`src/rtl/mem_requester_if.sv`:
```
// Pipeline-side request/response handshake plus the memory-system access bus.
// The slave modport is the requester's view; the master modport drives it.
interface mem_requester_if #(
  parameter int memory_width = 32,
  parameter int memory_depth = 1024
);
  localparam int AW = $clog2(memory_depth);

  logic                    req_valid;
  logic                    req_ready;
  logic                    req_we;
  logic [AW-1:0]           req_addr;
  logic [memory_width-1:0] req_wdata;

  logic                    resp_valid;
  logic                    resp_we;
  logic [memory_width-1:0] resp_rdata;

  logic                    RE;
  logic                    WE;
  logic [AW-1:0]           A;
  logic [memory_width-1:0] WD;
  logic                    stall;
  logic [memory_width-1:0] RD;

  logic [15:0]             stall_count;

  modport slave (
    input  req_valid, req_we, req_addr, req_wdata, stall, RD,
    output req_ready, resp_valid, resp_we, resp_rdata, RE, WE, A, WD, stall_count
  );

  modport master (
    output req_valid, req_we, req_addr, req_wdata, stall, RD,
    input  req_ready, resp_valid, resp_we, resp_rdata, RE, WE, A, WD, stall_count
  );
endinterface

```
`src/rtl/mem_requester.sv`:
```
// Two-entry request queue in front of a stallable memory port. The head entry is
// driven to memory until a non-stalled cycle completes it.
module mem_requester #(
  parameter int memory_width = 32,
  parameter int memory_depth = 1024
) (
  input logic            clk,
  input logic            reset_n,
  mem_requester_if.slave bus
);
  localparam int AW = $clog2(memory_depth);

  typedef struct packed {
    logic                    we;
    logic [AW-1:0]           addr;
    logic [memory_width-1:0] wdata;
  } req_t;

  typedef enum logic {IDLE, ACCESS} state_t;

  state_t                  state_q, state_d;
  req_t                    fifo_q [2];
  logic                    wr_ptr_q, rd_ptr_q;
  logic [1:0]              count_q, count_d;
  logic                    resp_valid_q, resp_we_q;
  logic [memory_width-1:0] resp_rdata_q;
  logic [15:0]             stall_cnt_q;

  req_t head;
  logic active, push, pop;

  assign head   = fifo_q[rd_ptr_q];
  assign active = (state_q == ACCESS);
  // Ready depends only on registered occupancy: a full queue never takes a
  // request, even on an edge that also pops.
  assign bus.req_ready = (count_q < 2'd2);
  assign push   = bus.req_valid && bus.req_ready;
  assign pop    = active && !bus.stall;

  always_comb begin
    count_d = count_q;
    case ({push, pop})
      2'b10:   count_d = count_q + 2'd1;
      2'b01:   count_d = count_q - 2'd1;
      default: count_d = count_q;
    endcase
    state_d = (count_d != 2'd0) ? ACCESS : IDLE;
  end

  assign bus.RE = active && !head.we;
  assign bus.WE = active && head.we;
  assign bus.A  = active ? head.addr  : '0;
  assign bus.WD = active ? head.wdata : '0;

  assign bus.resp_valid  = resp_valid_q;
  assign bus.resp_we     = resp_we_q;
  assign bus.resp_rdata  = resp_rdata_q;
  assign bus.stall_count = stall_cnt_q;

  always_ff @(posedge clk) begin
    if (!reset_n) begin
      state_q      <= IDLE;
      count_q      <= 2'd0;
      wr_ptr_q     <= 1'b0;
      rd_ptr_q     <= 1'b0;
      resp_valid_q <= 1'b0;
      resp_we_q    <= 1'b0;
      resp_rdata_q <= '0;
      stall_cnt_q  <= 16'd0;
    end else begin
      if (push) begin
        fifo_q[wr_ptr_q] <= {bus.req_we, bus.req_addr, bus.req_wdata};
        wr_ptr_q         <= ~wr_ptr_q;
      end
      if (pop) begin
        rd_ptr_q  <= ~rd_ptr_q;
        resp_we_q <= head.we;
        if (!head.we) resp_rdata_q <= bus.RD;
      end
      count_q      <= count_d;
      state_q      <= state_d;
      resp_valid_q <= pop;
      if ((bus.RE || bus.WE) && bus.stall && (stall_cnt_q != 16'hFFFF))
        stall_cnt_q <= stall_cnt_q + 16'd1;
    end
  end
endmodule

```
`src/flat_wrapper.sv`:
```
// flat-port wrapper written by rule: the top's interface ports become plain ports
module mem_requester_flat 
#(
  parameter int memory_width = 32,
  parameter int memory_depth = 1024
)
  (clk, reset_n, bus_req_valid, bus_req_we, bus_req_addr, bus_req_wdata, bus_stall, bus_RD, bus_req_ready, bus_resp_valid, bus_resp_we, bus_resp_rdata, bus_RE, bus_WE, bus_A, bus_WD, bus_stall_count);
  mem_requester_if #(.memory_width(memory_width), .memory_depth(memory_depth)) bus_i ();
  input logic clk;
  input logic reset_n;
  input wire logic [$bits(bus_i.req_valid)-1:0] bus_req_valid;
  input wire logic [$bits(bus_i.req_we)-1:0] bus_req_we;
  input wire logic [$bits(bus_i.req_addr)-1:0] bus_req_addr;
  input wire logic [$bits(bus_i.req_wdata)-1:0] bus_req_wdata;
  input wire logic [$bits(bus_i.stall)-1:0] bus_stall;
  input wire logic [$bits(bus_i.RD)-1:0] bus_RD;
  output wire logic [$bits(bus_i.req_ready)-1:0] bus_req_ready;
  output wire logic [$bits(bus_i.resp_valid)-1:0] bus_resp_valid;
  output wire logic [$bits(bus_i.resp_we)-1:0] bus_resp_we;
  output wire logic [$bits(bus_i.resp_rdata)-1:0] bus_resp_rdata;
  output wire logic [$bits(bus_i.RE)-1:0] bus_RE;
  output wire logic [$bits(bus_i.WE)-1:0] bus_WE;
  output wire logic [$bits(bus_i.A)-1:0] bus_A;
  output wire logic [$bits(bus_i.WD)-1:0] bus_WD;
  output wire logic [$bits(bus_i.stall_count)-1:0] bus_stall_count;
  assign bus_i.req_valid = bus_req_valid;
  assign bus_i.req_we = bus_req_we;
  assign bus_i.req_addr = bus_req_addr;
  assign bus_i.req_wdata = bus_req_wdata;
  assign bus_i.stall = bus_stall;
  assign bus_i.RD = bus_RD;
  assign bus_req_ready = bus_i.req_ready;
  assign bus_resp_valid = bus_i.resp_valid;
  assign bus_resp_we = bus_i.resp_we;
  assign bus_resp_rdata = bus_i.resp_rdata;
  assign bus_RE = bus_i.RE;
  assign bus_WE = bus_i.WE;
  assign bus_A = bus_i.A;
  assign bus_WD = bus_i.WD;
  assign bus_stall_count = bus_i.stall_count;
  mem_requester #(.memory_width(memory_width), .memory_depth(memory_depth)) u_core (.clk(clk), .reset_n(reset_n), .bus(bus_i));
endmodule
```
`config.mk`:
```
export PLATFORM = sky130hd
export DESIGN_NAME = mem_requester_flat
export DESIGN_NICKNAME = d
export VERILOG_FILES = /design/src/rtl/mem_requester_if.sv /design/src/rtl/mem_requester.sv /design/src/flat_wrapper.sv
export SDC_FILE = /design/constraint.sdc
export NUM_CORES = 1
export LEC_CHECK = 0
export ABC_CLOCK_PERIOD_IN_PS = 4000
export BUFFER_PORTS_ARGS = -buffer_cell sky130_fd_sc_hd__buf_2
export CORE_MARGIN = 2
export CORE_UTILIZATION = 45
export DETAILED_ROUTE_END_ITERATION = 6
export GPL_TIMING_DRIVEN = 0
export PLACE_DENSITY = 0.74
export SLEW_MARGIN = 20
export SYNTH_ARGS = -nofsm -noshare
export SYNTH_HDL_FRONTEND = slang
export SYNTH_SLANG_ARGS = --single-unit
```
`constraint.sdc`:
```
create_clock -name clk -period 4 [get_ports clk]
set_input_delay 0.2 -clock clk [delete_from_list [all_inputs] [get_ports clk]]
set_output_delay 0.2 -clock clk [all_outputs]
set_load 0.05 [all_outputs]
```
Word level (Yosys, flattened, before mapping)
Memories as Yosys holds them, arrays and structs flattened. A register that Yosys moved wholly into a read port is not among the register bits.
Index checks and enable logic that the tools add are counted.
Widths: inputs -> output; s select.
- add/subtract/negate cells: 3
- magnitude comparators: 1
- equality and inequality tests: 3
- muxes and demuxes: 9
- bitwise operators: 3
- reduce and logical (&&, ||, !) cells: 11
- operators with widths (cell ; number):
    $mux 32 ; 1
    $add 16x1->16 const B ; 1
    $ne 16x16->1 const B ; 1
    $mux 10 ; 1
    $logic_and 1x1->1 ; 6
    $mux 1 ; 6
    $pmux 2 s2 ; 1
    $not 1->1 ; 3
    $add 2x1->2 const B ; 1
    $eq 2x1->1 const B ; 1
    $eq 2x2->1 const B ; 1
    $logic_not 1->1 ; 2
    $lt 2x2->1 const B ; 1
    $reduce_and 2->1 ; 1
    $reduce_bool 2->1 ; 1
    $sub 2x1->2 const B ; 1
    $logic_or 1x1->1 ; 1
- register bits after elaboration: 55
- memory bits (writable): 86
- output and inout port bits: 95
- word-level logic and storage cells: 39
- memories kept: 1
- memory list (memory ; words ; bits a word ; rd ports ; clocked after Yosys merged registers in ; write ports ; line ; source):
    u_core.fifo_q ; 2 ; 43 ; 1 ; 1 ; 1 ; mem_requester.sv:22 ; req_t fifo_q [2];

Depth between registers and ports, before layout
Gate-level depths: netlist of the first run.
- word-level depth: 6
- depth in mapped cells: 7

Least setup slack after synthesis of the first run
Ideal clock, no wire load.
- kind: register to register
- from: register u_core.count_q[1]
- to: memory u_core.fifo_q[0][0] (netlist name), enable pin
- library setup time: 497 ps
- arrival time: 3493 ps
- slack: 10 ps
- stages on the path, launching flop included: 4
- path buffers: 0
- period minus slack after synthesis: 3990 ps
- cell sequence: dfxtp_1 nor2b_1 inv_1 nor3_1
- word-level cells in the longest chain between the ends: 5
- RTL lines (item ; line ; source):
    from (decl) ; mem_requester.sv:24 ; logic [1:0] count_q, count_d;
    from (signal assigned) ; mem_requester.sv:80 ; count_q <= count_d;
    $lt 2x2->1 ; mem_requester.sv:36 ; assign bus.req_ready = (count_q < 2'd2);
    $logic_and 1x1->1 ; mem_requester.sv:37 ; assign push = bus.req_valid && bus.req_ready;
    $mux 1 ; mem_requester.sv:71 ; if (push) begin
    $mux 1 ; mem_requester.sv:61 ; if (!reset_n) begin
    $mux 1 (implied by the code) ; mem_requester.sv:72 ; fifo_q[wr_ptr_q] <= {bus.req_we, bus.req_addr, bus.req_wdata};
    to (decl) ; mem_requester.sv:22 ;
Every way passes these cells.

Final worst setup path of the first run
- from: register u_core.state_q, in the netlist u_core.active
- to: output bus_A[6]
- word-level cells in the longest chain between the ends: 1
- RTL lines (item ; line ; source):
    from (decl) ; mem_requester.sv:21 ; state_t state_q, state_d;
    from (signal assigned) ; mem_requester.sv:81 ; state_q <= state_d;
    $mux 10 ; mem_requester.sv:52 ; assign bus.A = active ? head.addr : '0;
    to (decl) ; flat_wrapper.sv:23 ; output wire logic [$bits(bus_i.A)-1:0] bus_A;
Every way passes these cells.

==> impl_metrics.csv, run 1 <==
group,metric,value,unit
global_route,number_of_antenna_violations_at_the_first_check_in_global_routing,0,
routing,drc,0,
yosys,number_of_enable_flip_flop_cells_after_synthesis,86,
routing,drt.antenna.violating_nets,0,
critical_path,cp_max_fo,10,
global_route,largest_net_degree_at_the_start_of_global_routing,31,
clock_tree,clock_latency,0.41,ns
timing,finalHoldWorstSlack,0.02293,ns
critical_path,critPathLaunch,"u_core.active",
final_layout,layout-drive-gt1-share,31.13,%
power_and_ir_drop,switching_power,1642,uW
timing,worst_pin_slew,0.6390,ns
timing,fin_crit_sh,57.06,%
floorplanning,die_w,115.4,um
placed_design,dp_cells,804,
yosys,yosysWarnings,0,
run,max_cap_violations,0,
critical_path,crit_path_start_kind,"flip-flop",
final_layout,net_total_in_the_final_layout,779,
power_and_ir_drop,power.leakage,0.003067,uW
yosys,synth_cell_type_count,43,
clock_tree,cts-hold-fix-buffers,43,
clock_tree,cts.repair.resized,0,
placed_design,worst_setup_slack_before_clock_tree_synthesis,2.058,ns
min_path,class_of_the_tightest_hold_or_removal_check,"in2reg",
floorplanning,core_area,12060,um2
floorplanning,num_rows,40,
min_path,min-delay-start,"bus_RD[20]",
global_route,grt_first_pass_wirelength,20.17,mm
power_and_ir_drop,clockPowerShare,30.9,%
clock_tree,post_cts_buffers,0,
floorplanning,dieHeight,115.4,um
clock_tree,cts_made_buffers,17,
global_route,global_route.overflow_total,0,
global_route,global_route.usage.total,19.67,%
routing,dr_total_vias,4303,
clock_tree,tritoncts,"built",
timing,final.setup_skew,0.005652,ns
yosys,postSynthRegisterBits,142,
power_and_ir_drop,peakVddDrop,0.3571,mV
clock_tree,cts.clk_slew.worst_paths,0.06,ns
timing,slew_headroom,57.07,%
clock_tree,clock_sinks,142,
power_and_ir_drop,pwr-share-comb,31.4,%
timing,hold_viol,0,
outcome,status,"finished clean",
timing,setup_ws,1.718,ns
placed_design,place_hpwl,8.787,mm
yosys,async_reset_ff_share,0,%
timing,slew_violations,0,
routing,vias_per_cell,4.901,
routing,drt_iter0_drc,211,
routing,wl,12.91,mm
timing,setup-tns-final,0,ns
placed_design,port_bufs,173,
critical_path,critical_path_required,3.80,ns
clock_tree,cts_root_buf,"sky130_fd_sc_hd__clkbuf_16",
critical_path,criticalPathCategory,"reg2out",
final_layout,layout.cells.most_common_list,"sky130_fd_sc_hd__buf_2 (182), sky130_fd_sc_hd__edfxtp_1 (86), sky130_fd_sc_hd__nand2_1 (72)",
final_layout,areaGrowthSynthToFinish,37.82,%
clock_tree,cts_max_level,4,
clock_tree,cts-root-to-sink-buffers,2,
floorplanning,initial_util,46.30,%
yosys,sequential_fraction_of_the_synthesis_area,66.32,%
critical_path,cp.arrival,2.08,ns
routing,dr.pass1.iters,4,
power_and_ir_drop,power_per_cell_area,608.2,nW/um2
timing,grt_setup_unrepaired,"no",
timing,endpoints_failing_setup,0,
yosys,synth_nets,538,
final_layout,post_layout_nonfiller_instances,878,
power_and_ir_drop,p_int,3040,uW
final_layout,antennaDiodeCount,0,
power_and_ir_drop,switching_share,35.07,%
timing,min_period,2.282,ns
global_route,via_count_of_the_first_global_routing_pass,4279,
yosys,synthesis.area,5584,um2
floorplanning,design.portCount,174,
yosys,post_synth_inst_count,457,
floorplanning,die-area,13320,um2
final_layout,final_common_cell,"sky130_fd_sc_hd__buf_2",
routing,detail_route.wl_per_cell,14.71,um
yosys,synth_ff_type,"sky130_fd_sc_hd__edfxtp_1",
placed_design,gp_routability_congestion,0.8040,
power_and_ir_drop,seqPwrFrac,37.7,%
timing,fmax,438.2,MHz
critical_path,critical_path.endpoint_type,"output pin",
yosys,synth_area_per_cell,12.22,um2
[sequential cells by signal (all words and copies together) (netlist names), named ones only]
signal and flops:
u_core.wr_ptr_q 1, u_core.bus.stall_count 16, u_core.fifo_q 86, u_core.rd_ptr_q 1
u_core.bus.resp_valid 1, u_core.bus.resp_we 1, u_core.active 1, u_core.count_q 2
u_core.bus.resp_rdata 32
[routing by layer]
metal | vias to the layer above | global-route usage [%] | share of wire, % | routed length (um)
li1 | 2112 | - | - | -
met4 | 0 | 7.871 | 1.6 | 206
met1 | 2012 | 22.67 | 41 | 5346
met2 | 161 | 33.80 | 50 | 6449
met3 | 18 | 6.484 | 7.0 | 910
met5 | - | 0 | 0 | 0
[stage by stage]
stage | area (um2) | power [uW] | utilization [%]
5_1_grt | 7696 | 4879 | 63.81
3_3_place_gp | 6660 | 3204 | 55.22
6_report | 7696 | 4681 | 63.81
4_1_cts | 7696 | 4715 | 63.81
3_5_place_dp | 6728 | 3233 | 55.78
2_1_floorplan | 5584 | 2888 | -
[cell type report]
cell class | instances | area [um2]
clock buffers | 21 | 440.4
well taps | 168 | 210.2
inverters | 5 | 18.77
plain buffers | 26 | 117.6
repair buffers | 222 | 1358
clock inverters | 10 | 97.59
multi-input cells | 284 | 1750
fillers | 938 | 4365
flip-flops and latches | 142 | 3704
[kinds of logic (layout without fill, tap and decap cells)]
group,after synthesis,in the layout,share of synthesized area [%]
muxes,44,44,7.887
buffers and inverters,31,284,2.442
and+or+nand+nor,171,171,15.91
xor gates and xnor gates,5,5,0.7842
AOI/OAI and AO/OA,62,62,6.207
DFF,142,142,66.32
adders and majority gates,2,2,0.4481
[power groups by stage]
stage	clock [uW]	combinational (uW)	sequential (uW)
floorplan	0	978	1910
global placement	0	1400	1800
detailed placement	0	1440	1790
CTS	1470	1480	1770
global route	1540	1560	1780
finish	1450	1470	1770
[synth_stat cells, types with 6 or more instances]
master,number,area [um2]
sky130_fd_sc_hd__clkbuf_1,13,48.80
sky130_fd_sc_hd__nor2b_1,44,275.3
sky130_fd_sc_hd__nand2_1,72,270.3
sky130_fd_sc_hd__a21oi_1,43,215.2
sky130_fd_sc_hd__edfxtp_1,86,2582
sky130_fd_sc_hd__nor2_1,8,30.03
sky130_fd_sc_hd__o21ai_0,6,30.03
sky130_fd_sc_hd__and2_1,6,37.54
sky130_fd_sc_hd__nand3_1,6,30.03
sky130_fd_sc_hd__dfxtp_1,56,1121
sky130_fd_sc_hd__buf_2,9,45.04
sky130_fd_sc_hd__mux2i_1,44,440.4
[worst max-delay path, cell delays in order, from the launching register on]
cell and delay [ns]:
sky130_fd_sc_hd__dfxtp_1 0.37, sky130_fd_sc_hd__clkbuf_1 0.43, sky130_fd_sc_hd__clkbuf_1 0.36, sky130_fd_sc_hd__nor2b_1 0.21
sky130_fd_sc_hd__buf_2 0.29
[path summary, 6_finish.rpt]
path	depth (start not counted)	endpoint	slack, ns
worst max-delay path	4	bus_A[6]	1.72
worst min-delay path	3	u_core.bus.resp_rdata[20]	0.02
worst max register to register	7	u_core.bus.resp_rdata[22]	2.09
worst min register to register	2	u_core.bus.resp_rdata[29]	0.45
No activity file was read; power rests on OpenSTA's default activity.
==> run 2, diff against run 1 <==
ABC_AREA = 1   (was default)
ABC_CLOCK_PERIOD_IN_PS = 2400   (was 4000)
PLACE_DENSITY = 0.71   (was 0.74)
clock period = 2.4 ns   (was 4 ns; I/O delays follow)
==> impl_metrics.csv, run 2 <==
group,metric,value,unit
routing,wl,14.16,mm
power_and_ir_drop,power.leakage,0.003581,uW
power_and_ir_drop,peakVddDrop,0.6559,mV
timing,slew_headroom,52.61,%
routing,drt_iter0_drc,330,
timing,endpoints_failing_setup,0,
timing,slew_violations,0,
yosys,yosysWarnings,0,
yosys,async_reset_ff_share,0,%
critical_path,cp.arrival,1.96,ns
timing,final.setup_skew,0.007422,ns
final_layout,final_util,67.54,%
critical_path,criticalPathCategory,"reg2out",
final_layout,antennaDiodeCount,0,
timing,hold_viol,0,
min_path,class_of_the_tightest_hold_or_removal_check,"in2reg",
routing,dr.pass1.iters,5,
clock_tree,cts_root_buf,"sky130_fd_sc_hd__clkbuf_16",
final_layout,final_common_cell,"sky130_fd_sc_hd__buf_2",
floorplanning,initial_util,46.52,%
critical_path,r2r_setup_slack,0.59,ns
clock_tree,clock_sinks,142,
power_and_ir_drop,power_per_cell_area,1031,nW/um2
global_route,grt_first_pass_wirelength,22.41,mm
yosys,cell_with_the_most_instances_after_synthesis,"sky130_fd_sc_hd__nor2_1",
power_and_ir_drop,p_int,5329,uW
placed_design,dpl_cell_area,6837,um2
floorplanning,die_w,116.1,um
routing,vias_per_cell,4.806,
power_and_ir_drop,switching_power,3136,uW
run,max_cap_violations,0,
placed_design,port_bufs,173,
clock_tree,cts.clk_slew.worst_paths,0.05,ns
routing,drc,0,
power_and_ir_drop,seqPwrFrac,35.0,%
critical_path,critical_path_required,2.28,ns
routing,detail_route.wl_per_cell,14.01,um
global_route,number_of_antenna_violations_at_the_first_check_in_global_routing,0,
yosys,synth_area_per_cell,10.14,um2
placed_design,gp_routability_congestion,0.7786,
timing,fmax,479.6,MHz
yosys,synth_ff_type,"sky130_fd_sc_hd__edfxtp_1",
global_route,largest_net_degree_at_the_start_of_global_routing,20,
clock_tree,cts_made_buffers,17,
final_layout,layout.cells.most_common_list,"sky130_fd_sc_hd__buf_2 (174), sky130_fd_sc_hd__nor2_1 (160), sky130_fd_sc_hd__edfxtp_1 (86)",
clock_tree,cts-root-to-sink-buffers,2,
routing,drt.antenna.violating_nets,0,
yosys,number_of_enable_flip_flop_cells_after_synthesis,86,
final_layout,filler_cell_count,951,
clock_tree,clock_latency,0.41,ns
final_layout,top_register,"u_core.fifo_q",
timing,grt_setup_unrepaired,"no",
timing,worst_pin_slew,0.7086,ns
final_layout,postLayoutCellArea,8214,um2
yosys,sequential_fraction_of_the_synthesis_area,65.46,%
yosys,post-synth-top-area-cell,"sky130_fd_sc_hd__edfxtp_1",
placed_design,place_hpwl,9.122,mm
clock_tree,cts_max_level,4,
timing,min_period,2.085,ns
global_route,global_route.overflow_total,0,
yosys,ranking_of_synthesized_cells_by_instance_count,"sky130_fd_sc_hd__nor2_1 (161), sky130_fd_sc_hd__edfxtp_1 (86), sky130_fd_sc_hd__dfxtp_1 (56)",
critical_path,crit_path_start_kind,"flip-flop",
yosys,post_synth_main_area_contributors,"sky130_fd_sc_hd__edfxtp_1 (46%), sky130_fd_sc_hd__dfxtp_1 (20%), sky130_fd_sc_hd__nor2_1 (11%)",
floorplanning,dieHeight,116.1,um
yosys,synth_top_area_share,45.64,%
final_layout,layout-drive-gt1-share,31.20,%
critical_path,critical_path.endpoint_type,"output pin",
clock_tree,tritoncts,"built",
global_route,via_count_of_the_first_global_routing_pass,4871,
final_layout,areaGrowthSynthToFinish,45.18,%
floorplanning,core_area,12160,um2
global_route,global_route.usage.total,21.53,%
routing,dr_total_vias,4859,
yosys,synth_nets,639,
timing,fin_crit_sh,86.87,%
yosys,synth_cell_type_count,28,
final_layout,flip_flop_count_of_the_largest_register_all_copies_and_words_added,86,
floorplanning,num_rows,40,
power_and_ir_drop,clockPowerShare,32.8,%
outcome,status,"finished clean",
power_and_ir_drop,pwr-share-comb,32.2,%
yosys,synthesis.area,5658,um2
yosys,post_synth_inst_count,558,
floorplanning,die-area,13490,um2
yosys,postSynthRegisterBits,142,
critical_path,cp_max_fo,10,
power_and_ir_drop,power,8465,uW
power_and_ir_drop,switching_share,37.04,%
floorplanning,design.portCount,174,
final_layout,net_total_in_the_final_layout,911,
run 2: cell types whose count changed in the layout (fill, tap and decap cells not counted), sizes merged, moves of 7 or more:
cell	delta
a21oi	-30
dlygate4sd3	+32
inv	+17
mux2i	-44
nand2	-20
nand3	+7
nor2	+189
nor2b	-44
o21ai	+72
run 2: layer usage:
| layer | vias to the layer above | part of all wire [%] | global-route usage, % |
|---|---|---|---|
| li1 | 2416 | - | - |
| met1 | 2226 | 41 | 24.68 |
| met2 | 186 | 49 | 36.65 |
| met3 | 31 | 7.4 | 7.006 |
| met4 | 0 | 2.5 | 10.24 |
| met5 | - | 0 | 0 |
run 2: what timing repair did:
action | in CTS | in global routing
hold buffers | 75 | 0
resized for setup | 0 | 0
endpoints found under the hold margin | 118 | 0
setup buffers | 0 | 0
run 2: critical path, stage by stage (launching register included):
cell                       delay (ns)
sky130_fd_sc_hd__dfxtp_1         0.56
sky130_fd_sc_hd__clkbuf_1        0.39
sky130_fd_sc_hd__o21ai_0         0.17
sky130_fd_sc_hd__nor2_1          0.14
sky130_fd_sc_hd__buf_2           0.29
run 2: path summary, 6_finish.rpt:
path / startpoint / endpoint / cells past startpoint
max: u_core.active / bus_A[1] / 4
min: bus_req_valid / u_core.wr_ptr_q / 3
max reg2reg: u_core.count_q[1] / u_core.fifo_q[1][1] / 5
min reg2reg: u_core.wr_ptr_q / u_core.wr_ptr_q / 2
run 2: stage by stage:
step,setup TNS (ns),instances,setup WS [ns],hold WS [ns]
after CTS,0,1011,0.2797,0.07003
final,0,1011,0.3150,0.09191
after floorplan,0,558,0.008053,0.2189
after global placement,-20.75,899,-0.3020,0.3090
after detailed placement,0,904,0.5571,0.3119
after global routing,0,1011,0.1952,0.09845
run 2: kinds of logic after synthesis:
kind of cell	count (synthesis)	synth area share (%)
simple gates	272	21.27
flops	142	65.46
compound gates	93	8.271
buf+inv	47	4.246
xor+xnor	2	0.3097
fa+ha+maj	2	0.4422
run 2: power groups by stage:
stage          clock network, uW  logic, uW  registers [uW]
2_1_floorplan                  0       1600            3340
3_3_place_gp                   0       2550            3010
3_5_place_dp                   0       2620            3010
4_1_cts                     2830       2720            2960
5_1_grt                     2930       2910            2990
6_report                    2780       2730            2960
run 2: area by class of cell:
type | instances | area, um2 | area share, %
buffer | 25 | 157.7 | 1.919
clock buffer | 18 | 429.2 | 5.225
clock inverter | 14 | 197.7 | 2.407
inverter | 22 | 82.58 | 1.005
multi-input combinational | 369 | 1733 | 21.10
sequential | 142 | 3704 | 45.09
tap | 168 | 210.2 | 2.559
timing repair buffer | 253 | 1700 | 20.70
==> run 3, diff against run 2 <==
CORE_MARGIN = 1.5   (was 2)
PLACE_DENSITY = default   (was 0.71)
PLACE_DENSITY_LB_ADDON = 0.25   (was default)
==> impl_metrics.csv, run 3 (synthesized netlist as in run 2, its figures left out) <==
group,metric,value,unit
critical_path,cp_max_fo,10,
floorplanning,initial_util,46.52,%
final_layout,final_util,67.84,%
global_route,grt_first_pass_wirelength,21.98,mm
final_layout,layout-drive-gt1-share,31.20,%
floorplanning,core_area,12160,um2
routing,dr_total_vias,4770,
timing,finalHoldWorstSlack,0.07621,ns
critical_path,critical_path_required,2.28,ns
final_layout,layout.cells.most_common_list,"sky130_fd_sc_hd__buf_2 (174), sky130_fd_sc_hd__nor2_1 (160), sky130_fd_sc_hd__edfxtp_1 (86)",
power_and_ir_drop,power_per_cell_area,1038,nW/um2
outcome,status,"finished clean",
timing,hold_viol,0,
critical_path,worst_reg2reg_startpoint,"u_core.active",
clock_tree,cts.clk_slew.worst_paths,0.05,ns
global_route,via_count_of_the_first_global_routing_pass,4795,
global_route,largest_net_degree_at_the_start_of_global_routing,19,
clock_tree,cts_max_level,4,
clock_tree,clock_latency,0.42,ns
routing,dr.pass1.iters,4,
critical_path,number_of_cells_traversed_by_the_worst_register_to_register_path,7,
timing,slew_headroom,69.48,%
critical_path,crit_path_start_kind,"flip-flop",
clock_tree,cts.repair.resized,0,
global_route,global_route.usage.total,21.57,%
clock_tree,clock_sinks,142,
placed_design,gp_routability_congestion,0.7995,
routing,vias_per_cell,4.718,
timing,endpoints_failing_setup,0,
final_layout,flip_flop_count_of_the_largest_register_all_copies_and_words_added,86,
placed_design,worst_setup_slack_before_clock_tree_synthesis,0.7496,ns
min_path,hold_path_end,"u_core.wr_ptr_q",
timing,fin_crit_sh,84.31,%
clock_tree,post_cts_buffers,0,
power_and_ir_drop,peakVddDrop,0.4873,mV
final_layout,areaGrowthSynthToFinish,45.82,%
routing,wl,13.85,mm
final_layout,net_total_in_the_final_layout,911,
final_layout,antennaDiodeCount,0,
critical_path,r2r_setup_slack,0.74,ns
clock_tree,cts-root-to-sink-buffers,2,
placed_design,place_hpwl,8.978,mm
power_and_ir_drop,power.leakage,0.003592,uW
floorplanning,dieHeight,115.1,um
floorplanning,num_rows,40,
routing,drt_iter0_drc,260,
critical_path,criticalPathCategory,"reg2out",
min_path,class_of_the_tightest_hold_or_removal_check,"in2reg",
timing,worst_pin_slew,0.4578,ns
critical_path,critical_path.endpoint_type,"output pin",
timing,final.setup_skew,0.01036,ns
clock_tree,cts_root_buf,"sky130_fd_sc_hd__clkbuf_16",
timing,slew_violations,0,
floorplanning,die_w,115.1,um
floorplanning,die-area,13250,um2
routing,drc,0,
timing,min_period,2.023,ns
critical_path,cp.arrival,1.90,ns
timing,fmax,494.2,MHz
global_route,number_of_antenna_violations_at_the_first_check_in_global_routing,0,
final_layout,final_common_cell,"sky130_fd_sc_hd__buf_2",
min_path,min-delay-start,"bus_req_valid",
min_path,hold_path_depth,3,
timing,setup_ws,0.3765,ns
placed_design,port_bufs,173,
clock_tree,tritoncts,"built",
run,max_cap_violations,0,
global_route,global_route.overflow_total,0,
timing,grt_setup_unrepaired,"no",
final_layout,top_register,"u_core.fifo_q",
clock_tree,cts-hold-fix-buffers,75,
routing,detail_route.wl_per_cell,13.70,um
clock_tree,cts_made_buffers,17,
final_layout,filler_cell_count,946,
floorplanning,design.portCount,174,
routing,drt.antenna.violating_nets,0,
critical_path,regToRegEndpoint,"u_core.bus.stall_count[13]",
[run 3: cell count changes in the layout (fill, tap and decap cells not counted), sizes merged]
| cell | delta |
|---|---|
| clkinv | -2 |
| bufinv | +1 |
| clkinvlp | +1 |
[run 3: area by class of cell]
cell class	instances	area [um2]	share of cell area (%)
buffer	25	157.7	1.911
clock buffer	18	429.2	5.202
multi-input combinational	369	1733	21.00
inverter	22	82.58	1.001
timing repair buffer	253	1713	20.76
clock inverter	14	221.5	2.684
tap	168	210.2	2.548
sequential	142	3704	44.89
[run 3: power breakdown]
part           internal [uW]  total, uW  leakage (uW)  switching, uW
Combinational            667       2720       0.00204           2050
Sequential              2840       2960       0.00124            115
Clock                   1930       2890      0.000312            957
[run 3: critical path, cell delays in order, from the launching register on]
cell                       delay [ns]
sky130_fd_sc_hd__dfxtp_1         0.29
sky130_fd_sc_hd__buf_2           0.17
sky130_fd_sc_hd__inv_2           0.14
sky130_fd_sc_hd__clkbuf_1        0.39
sky130_fd_sc_hd__nor2_1          0.08
sky130_fd_sc_hd__nor2_1          0.13
sky130_fd_sc_hd__buf_2           0.28
[run 3: layer usage]
metal / vias up / GRT usage [%] / wire length, um / share of wire, %
met5: - / 0 / 0 / 0
li1: 2410 / - / - / -
met4: 0 / 9.383 / 252 / 1.8
met1: 2180 / 24.11 / 5737 / 41
met2: 158 / 37.98 / 6948 / 50
met3: 22 / 6.747 / 913 / 6.6
[run 3: worst max path at each step]
stage,endpoint,cells after the start,from
2_1_floorplan,u_core.fifo_q[0][0],3,u_core.count_q[1]
3_3_place_gp,u_core.fifo_q[0][32],3,u_core.count_q[1]
3_5_place_dp,u_core.bus.stall_count[13],7,u_core.active
4_1_cts,bus_WD[10],4,u_core.active
5_1_grt,bus_WD[12],4,u_core.active
6_report,bus_A[2],6,flip-flop
[run 3: stage by stage]
step / instance area [um2] / cells / TNS, ns / power, uW
global placement: 6748 / 899 / -20.78 / 5549
detailed placement: 6849 / 904 / 0 / 5630
global route: 8250 / 1011 / 0 / 8924
CTS: 8250 / 1011 / 0 / 8606
floorplan: 5672 / 558 / 0 / 4944
finish: 8250 / 1011 / 0 / 8565
